**config.mk**
```make
export PLATFORM = sky130hd
export DESIGN_NAME = csr_file
export DESIGN_NICKNAME = d
export VERILOG_FILES = /design/src/rtl/csr_file.sv
export SDC_FILE = /design/constraint.sdc
export NUM_CORES = 1
export LEC_CHECK = 0
export CAP_MARGIN = 20
export CORE_ASPECT_RATIO = 1.1
export CORE_UTILIZATION = 59
export CTS_BUF_LIST = sky130_fd_sc_hd__clkbuf_2 sky130_fd_sc_hd__clkbuf_4 sky130_fd_sc_hd__clkbuf_8
export CTS_CLUSTER_SIZE = 16
export DETAILED_ROUTE_END_ITERATION = 10
export PLACE_DENSITY = 0.86
export SYNTH_ARGS = -nofsm -noshare
export SYNTH_HDL_FRONTEND = slang
export SYNTH_SLANG_ARGS = --single-unit
export TNS_END_PERCENT = 30
```
**constraint.sdc**
```tcl
create_clock -name clk -period 10.2 [get_ports clk]
set_input_delay 3.06 -clock clk [delete_from_list [all_inputs] [get_ports clk]]
set_output_delay 3.06 -clock clk [all_outputs]
set_load 0.005 [all_outputs]
```
**src/rtl/csr_file.sv**
```systemverilog
// ============================================================================
// Module   : csr_file
// Purpose  : Machine-mode CSR responder. Holds mscratch, the 64-bit cycle and
//            instret counters, and tohost. tohost writes are queued in a
//            2-entry FIFO drained over a valid/ready handshake; a full FIFO
//            stalls the pipeline.
// Options  : define CSR_COUNTERS_EN to build the cycle/instret counters.
// Revision : 1.0 - initial release
// ============================================================================
`default_nettype none

module csr_file #(
  parameter int DWIDTH = 32
) (
  input  logic              clk,
  input  logic              rst_n,
  input  logic              i_we,
  input  logic              i_rd,
  input  logic [11:0]       i_addr,
  input  logic [2:0]        i_func,
  input  logic [DWIDTH-1:0] i_data_in,
  input  logic              i_instret_inc,
  output logic [DWIDTH-1:0] o_data_out,
  output logic              o_csr_stall,
  output logic              o_tohost_valid,
  output logic [DWIDTH-1:0] o_tohost_data,
  input  logic              i_tohost_ready
);

  localparam logic [11:0] c_ADDR_MSCRATCH = 12'h340;
  localparam logic [11:0] c_ADDR_TOHOST   = 12'h51E;
  localparam logic [11:0] c_ADDR_CYCLE    = 12'hC00;
  localparam logic [11:0] c_ADDR_CYCLEH   = 12'hC80;
  localparam logic [11:0] c_ADDR_INSTRET  = 12'hC02;
  localparam logic [11:0] c_ADDR_INSTRETH = 12'hC82;

  // FIFO occupancy encoding
  localparam logic [1:0] c_ST_EMPTY = 2'd0;
  localparam logic [1:0] c_ST_ONE   = 2'd1;
  localparam logic [1:0] c_ST_FULL  = 2'd2;

  localparam int c_CW = 2 * DWIDTH;

  logic [DWIDTH-1:0] r_mscratch;
  logic [DWIDTH-1:0] r_tohost;
  logic [DWIDTH-1:0] r_fifo [2];
  logic              r_rd_ptr;
  logic              r_wr_ptr;
  logic [1:0]        r_state;
  logic [1:0]        w_state_nxt;

  logic [DWIDTH-1:0] w_cycle_lo;
  logic [DWIDTH-1:0] w_cycle_hi;
  logic [DWIDTH-1:0] w_instret_lo;
  logic [DWIDTH-1:0] w_instret_hi;

  logic [DWIDTH-1:0] w_old;
  logic [DWIDTH-1:0] w_new;
  logic              w_wr_ok;
  logic              w_do_write;
  logic              w_tohost_sel;
  logic              w_push;
  logic              w_pop;

`ifdef CSR_COUNTERS_EN
  logic [c_CW-1:0] r_cycle;
  logic [c_CW-1:0] r_instret;

  // Free-running cycle counter and retired-instruction counter (full-width carry).
  always_ff @(posedge clk) begin
    if (!rst_n) begin
      r_cycle   <= '0;
      r_instret <= '0;
    end else begin
      r_cycle   <= r_cycle + c_CW'(1);
      r_instret <= r_instret + c_CW'(i_instret_inc);
    end
  end

  assign w_cycle_lo   = r_cycle[DWIDTH-1:0];
  assign w_cycle_hi   = r_cycle[c_CW-1:DWIDTH];
  assign w_instret_lo = r_instret[DWIDTH-1:0];
  assign w_instret_hi = r_instret[c_CW-1:DWIDTH];
`else
  logic w_unused_instret_inc;
  assign w_unused_instret_inc = i_instret_inc;

  assign w_cycle_lo   = '0;
  assign w_cycle_hi   = '0;
  assign w_instret_lo = '0;
  assign w_instret_hi = '0;
`endif

  // Old value of the addressed CSR; unmapped addresses read as zero.
  always_comb begin
    w_old = '0;
    case (i_addr)
      c_ADDR_MSCRATCH: w_old = r_mscratch;
      c_ADDR_TOHOST:   w_old = r_tohost;
      c_ADDR_CYCLE:    w_old = w_cycle_lo;
      c_ADDR_CYCLEH:   w_old = w_cycle_hi;
      c_ADDR_INSTRET:  w_old = w_instret_lo;
      c_ADDR_INSTRETH: w_old = w_instret_hi;
      default:         w_old = '0;
    endcase
  end

  assign o_data_out = i_rd ? w_old : '0;

  // New value by funct3; set/clear with a zero operand is not a write at all.
  always_comb begin
    w_new   = w_old;
    w_wr_ok = 1'b0;
    case (i_func)
      3'b001, 3'b101: begin
        w_new   = i_data_in;
        w_wr_ok = 1'b1;
      end
      3'b010, 3'b110: begin
        w_new   = w_old | i_data_in;
        w_wr_ok = (i_data_in != '0);
      end
      3'b011, 3'b111: begin
        w_new   = w_old & ~i_data_in;
        w_wr_ok = (i_data_in != '0);
      end
      default: begin
        w_new   = w_old;
        w_wr_ok = 1'b0;
      end
    endcase
  end

  assign w_do_write   = i_we & w_wr_ok;
  assign w_tohost_sel = (i_addr == c_ADDR_TOHOST);
  // A tohost write while full is dropped; the stalled pipeline re-presents it.
  assign w_push       = w_do_write & w_tohost_sel & (r_state != c_ST_FULL);
  assign w_pop        = (r_state != c_ST_EMPTY) & i_tohost_ready;

  // Writable CSRs: mscratch, and the tohost shadow which tracks accepted pushes.
  always_ff @(posedge clk) begin
    if (!rst_n) begin
      r_mscratch <= '0;
      r_tohost   <= '0;
    end else begin
      if (w_do_write && (i_addr == c_ADDR_MSCRATCH)) begin
        r_mscratch <= w_new;
      end
      if (w_push) begin
        r_tohost <= w_new;
      end
    end
  end

  // FIFO storage and pointers; no bypass, a push always lands in an entry.
  always_ff @(posedge clk) begin
    if (!rst_n) begin
      r_fifo[0] <= '0;
      r_fifo[1] <= '0;
      r_rd_ptr  <= 1'b0;
      r_wr_ptr  <= 1'b0;
    end else begin
      if (w_push) begin
        r_fifo[r_wr_ptr] <= w_new;
        r_wr_ptr         <= ~r_wr_ptr;
      end
      if (w_pop) begin
        r_rd_ptr <= ~r_rd_ptr;
      end
    end
  end

  // Occupancy state register.
  always_ff @(posedge clk) begin
    if (!rst_n) begin
      r_state <= c_ST_EMPTY;
    end else begin
      r_state <= w_state_nxt;
    end
  end

  // Occupancy next state from push/pop.
  always_comb begin
    w_state_nxt = r_state;
    case (r_state)
      c_ST_EMPTY: begin
        if (w_push) w_state_nxt = c_ST_ONE;
      end
      c_ST_ONE: begin
        if (w_push && !w_pop)      w_state_nxt = c_ST_FULL;
        else if (!w_push && w_pop) w_state_nxt = c_ST_EMPTY;
      end
      c_ST_FULL: begin
        if (w_pop) w_state_nxt = c_ST_ONE;
      end
      default: w_state_nxt = c_ST_EMPTY;
    endcase
  end

  // Handshake outputs and stall; stall has no dependence on the host ready.
  always_comb begin
    o_tohost_valid = (r_state != c_ST_EMPTY);
    o_tohost_data  = o_tohost_valid ? r_fifo[r_rd_ptr] : '0;
    o_csr_stall    = (r_state == c_ST_FULL) & i_we & w_tohost_sel;
  end

endmodule

`default_nettype wire

```
==> results <==
- The flow ran to the end, and the final reports show no timing, DRC or antenna violations.
- The final wirelength is 21.3 mm.
- The most used flip-flop cell after synthesis is dfxtp_1.
- The number of clock buffers inserted by TritonCTS is 17.
- Buffers added to address setup during post-CTS repair amount to 0.
- The first-pass GRT wire length is 33.4 mm.
- The most frequent cell after synthesis is nor2_1.
- The worst hold-check path type is reg2reg.
- The initial utilization of the core area, before any placement, comes to 60.6%.
- The pin count of the biggest net entering global routing is 42.
- The number of design-rule violations left by the first detailed-router iteration is 864.
- The number of placed I/O pins is 119.
- During placement, the flow inserted port buffers numbering 116.
- The instance area at placement is 8160 um^2.
- The Yosys step of the flow raised 0 warnings.
- For this run, design rule violations remaining after detail routing come to 0.
- The fraction of layout cells with a size suffix above 1 is 8.41%.
- The worst path uses 88.1% of the clock period.
- Summed over all failing endpoints, the final setup total negative slack is 0 ns.
- Derived from the worst setup path, the maximum achievable clock frequency is 111 MHz.
- Setup repair after global routing left no endpoint under its margin.
- Clock-pin slew was measured on the worst setup and hold paths at 0.07 ns.
- After synthesis, the cell types taking the most area are edfxtp_1 28%, dfxtp_1 20%, nor2_1 5.5%.
- After floorplanning, the core was divided into 41 placement rows.
- The H-tree generated during clock tree synthesis spans 4 levels.
- By count the netlist is led by 102 x nor2_1, 69 x dfxtp_1, 65 x a21oi_1.
- The deepest clock path buffer count is 2.
- The clock period could shrink to 8.99 ns.
- The number of nets handed over by synthesis was 776.
- The power per cell area is 133 nW/um^2.
- The number of global-route vias before repair is 6520.
- The detailed-route via count is 6717.
- The worst ir drop on vdd is 0.0000813 V.
- After routing the design area is 8590 um^2.
- The die area is 12200 um^2.
- Compared with the post-synthesis result, the final layout area differs by 23.9%.
- For this run the aggregate overflow at the end of global routing stands at 0.
- In the synthesized netlist the async set-or-reset flop fraction comes to 0%.
- The kind of start point of the critical path is an input port.
- After clock tree synthesis, the repair step resized 0 gates.
- The final hold violation count came to 0.
- The final max-slew violation count is 0.
- The type of the setup path with the least slack is in2out.
- The number of enable-type register cells in the synthesized netlist is 64.
- The quantity of hold-fixing buffers added after cts is 0.
- For the worst-skew pair, the clock arrives at the later sink with an insertion delay of 0.46 ns.
- The required time of the worst setup path is 7.14 ns.
- The TritonCTS clock tree is yes.
- The proportion of synthesized chip area in sequential cells is 47.6%.
- The cell accounting for the most synthesized area is edfxtp_1.
- The total setup violations reported at the end of the flow is 0.
- The width of the die is 105 um.
- The register bit count reported by yosys is 133.
- The minimum hold slack is 0.509 ns.
- The global placer's final weighted congestion is 0.837.
- The arrival time reported for the critical path endpoint is 5.93 ns.
- The die height is 116 um.
- Dividing the detail-routed via count by the number of cells gives 7.00.
- Total power for the finished layout comes to 1140 uW.
- In this run the cell area of the synthesized design comes to 6930 um^2.
- The residual antenna-violating net count after detailed routing is 0.
- The average cell area after synthesis is 9.60 um^2.
- CTS saw 133 sinks.
- The HPWL reported at the end of detailed placement is 13.1 mm.
- CTS placed an instance of clkbuf_8 at the clock tree root.
- For this run, the post-layout net count is 850.
- Of the post-synthesis cell area, the dominant cell type holds 27.7%.
- The worst-case headroom to the max-slew limit is 28.7%.
- Along the worst path, the maximum fanout reaches 19.
- The type of destination of the critical path is an output port.
- Summed over all cells, the static leakage comes to 0.00267 uW.
- Before antenna repair, the detailed router went through 8 iterations.
- The combined global-route utilization of all metal layers is 35.7%.
- Across the run, the number of max-cap violations was 0.
- For the pin with the worst max-slew slack, the measured transition is 1.07 ns.
- The clock skew after layout is 0.00955 ns.
- The number of library cell types mapped by synthesis is 45.
- Counting every instance in the synthesized netlist gives 722.
- The floorplan core area is 11400 um^2.
- The mean routed wirelength per cell is 22.2 um.
- The number of antenna violations at the first check in global routing came to 1.
[cell usage in the layout (no fill, tap or decap), types with 2 or more instances in the layout]
cell / instances
clkdlybuf4s50_1: 116
nor2_1: 100
dfxtp_1: 68
a21oi_1: 65
edfxtp_1: 64
and2_1: 34
mux2i_1: 33
nand4b_1: 33
nand4_1: 32
a21boi_0: 32
a22oi_1: 32
a41oi_1: 32
a211oi_1: 32
o21ai_1: 22
clkbuf_8: 17
buf_4: 17
o21ai_0: 12
nor4_1: 8
nand2_1: 6
clkinvlp_4: 5
inv_6: 4
bufinv_16: 3
and4_1: 2
and3_1: 2
and4bb_1: 2
nand2b_1: 2
inv_1: 2
nor2_2: 2
nand4_2: 2
[worst paths after layout]
check                               start                     endpoint  slack, ns  depth (start not counted)
setup / recovery                i_addr[4]               o_data_out[28]       1.21                          7
hold / removal      r_rd_ptr$_SDFFE_PN0P_                         flop       0.51                          2
setup reg to reg  r_state[0]$_SDFFE_PN0P_  r_fifo[1][12]$_SDFFCE_PN0P_       7.53                          6
hold reg to reg     r_rd_ptr$_SDFFE_PN0P_                         flop       0.51                          2
[power breakdown]
part | switching (uW) | internal (uW) | leakage (uW) | total, uW
combinational | 66.4 | 36.9 | 0.00125 | 103
sequential | 2.34 | 566 | 0.00122 | 568
clock | 222 | 247 | 0.000196 | 469
[metal layers]
layer	vias up	share of wire [%]	GRT usage [%]
met5	-	0	0
met4	0	4.7	20.2
met3	119	11	8.04
met2	550	47	58.0
met1	3146	37	44.3
li1	2902	-	-
[stage by stage]
stage               worst slack [ns]  instances  utilization [%]
floorplan                       2.92        722                -
finish                          1.21        960             75.1
CTS                             1.36        958             74.9
detailed placement              1.35        926             71.3
global route                    1.17        959             75.0
global placement                1.38        924             70.9
[flip-flops by register name, indices dropped and copies added, names as in the netlist, named ones only]
signal	flops
r_fifo	64
r_rd_ptr	1
r_wr_ptr	1
r_mscratch	32
r_tohost	32
r_state	2
[cell families (layout without fill, tap and decap cells)]
family	Yosys count	in the layout	share of synthesized area, %
other	0	1	0
flip-flops	133	133	47.6
multiplexers	33	33	4.76
XOR/XNOR	2	2	0.253
AO/OA/AOI/OAI	233	233	22.4
adder cells (fa/ha/maj)	1	1	0.180
buffers and inverters	84	171	5.02
AND/OR/NAND/NOR	236	236	19.7
[area by class of cell]
cell class                      instances  area, um^2
Multi-Input combinational cell        505        3320
Sequential cell                       133        3300
Fill cell                             781        2850
Timing Repair Buffer                  136        1340
Clock buffer                           18         241
Tap cell                              150         188
Clock inverter                         14         176
Inverter                                3        11.3
Antenna cell                            1        2.50
[critical path, stage by stage]
cell and delay, ns:
clkdlybuf4s50_1 0.60, and4bb_1 0.71, buf_4 0.38, nand4_1 0.17, a21oi_1 0.33, and2_1 0.17
clkdlybuf4s50_1 0.49
No activity file was read; power rests on OpenSTA's default activity.
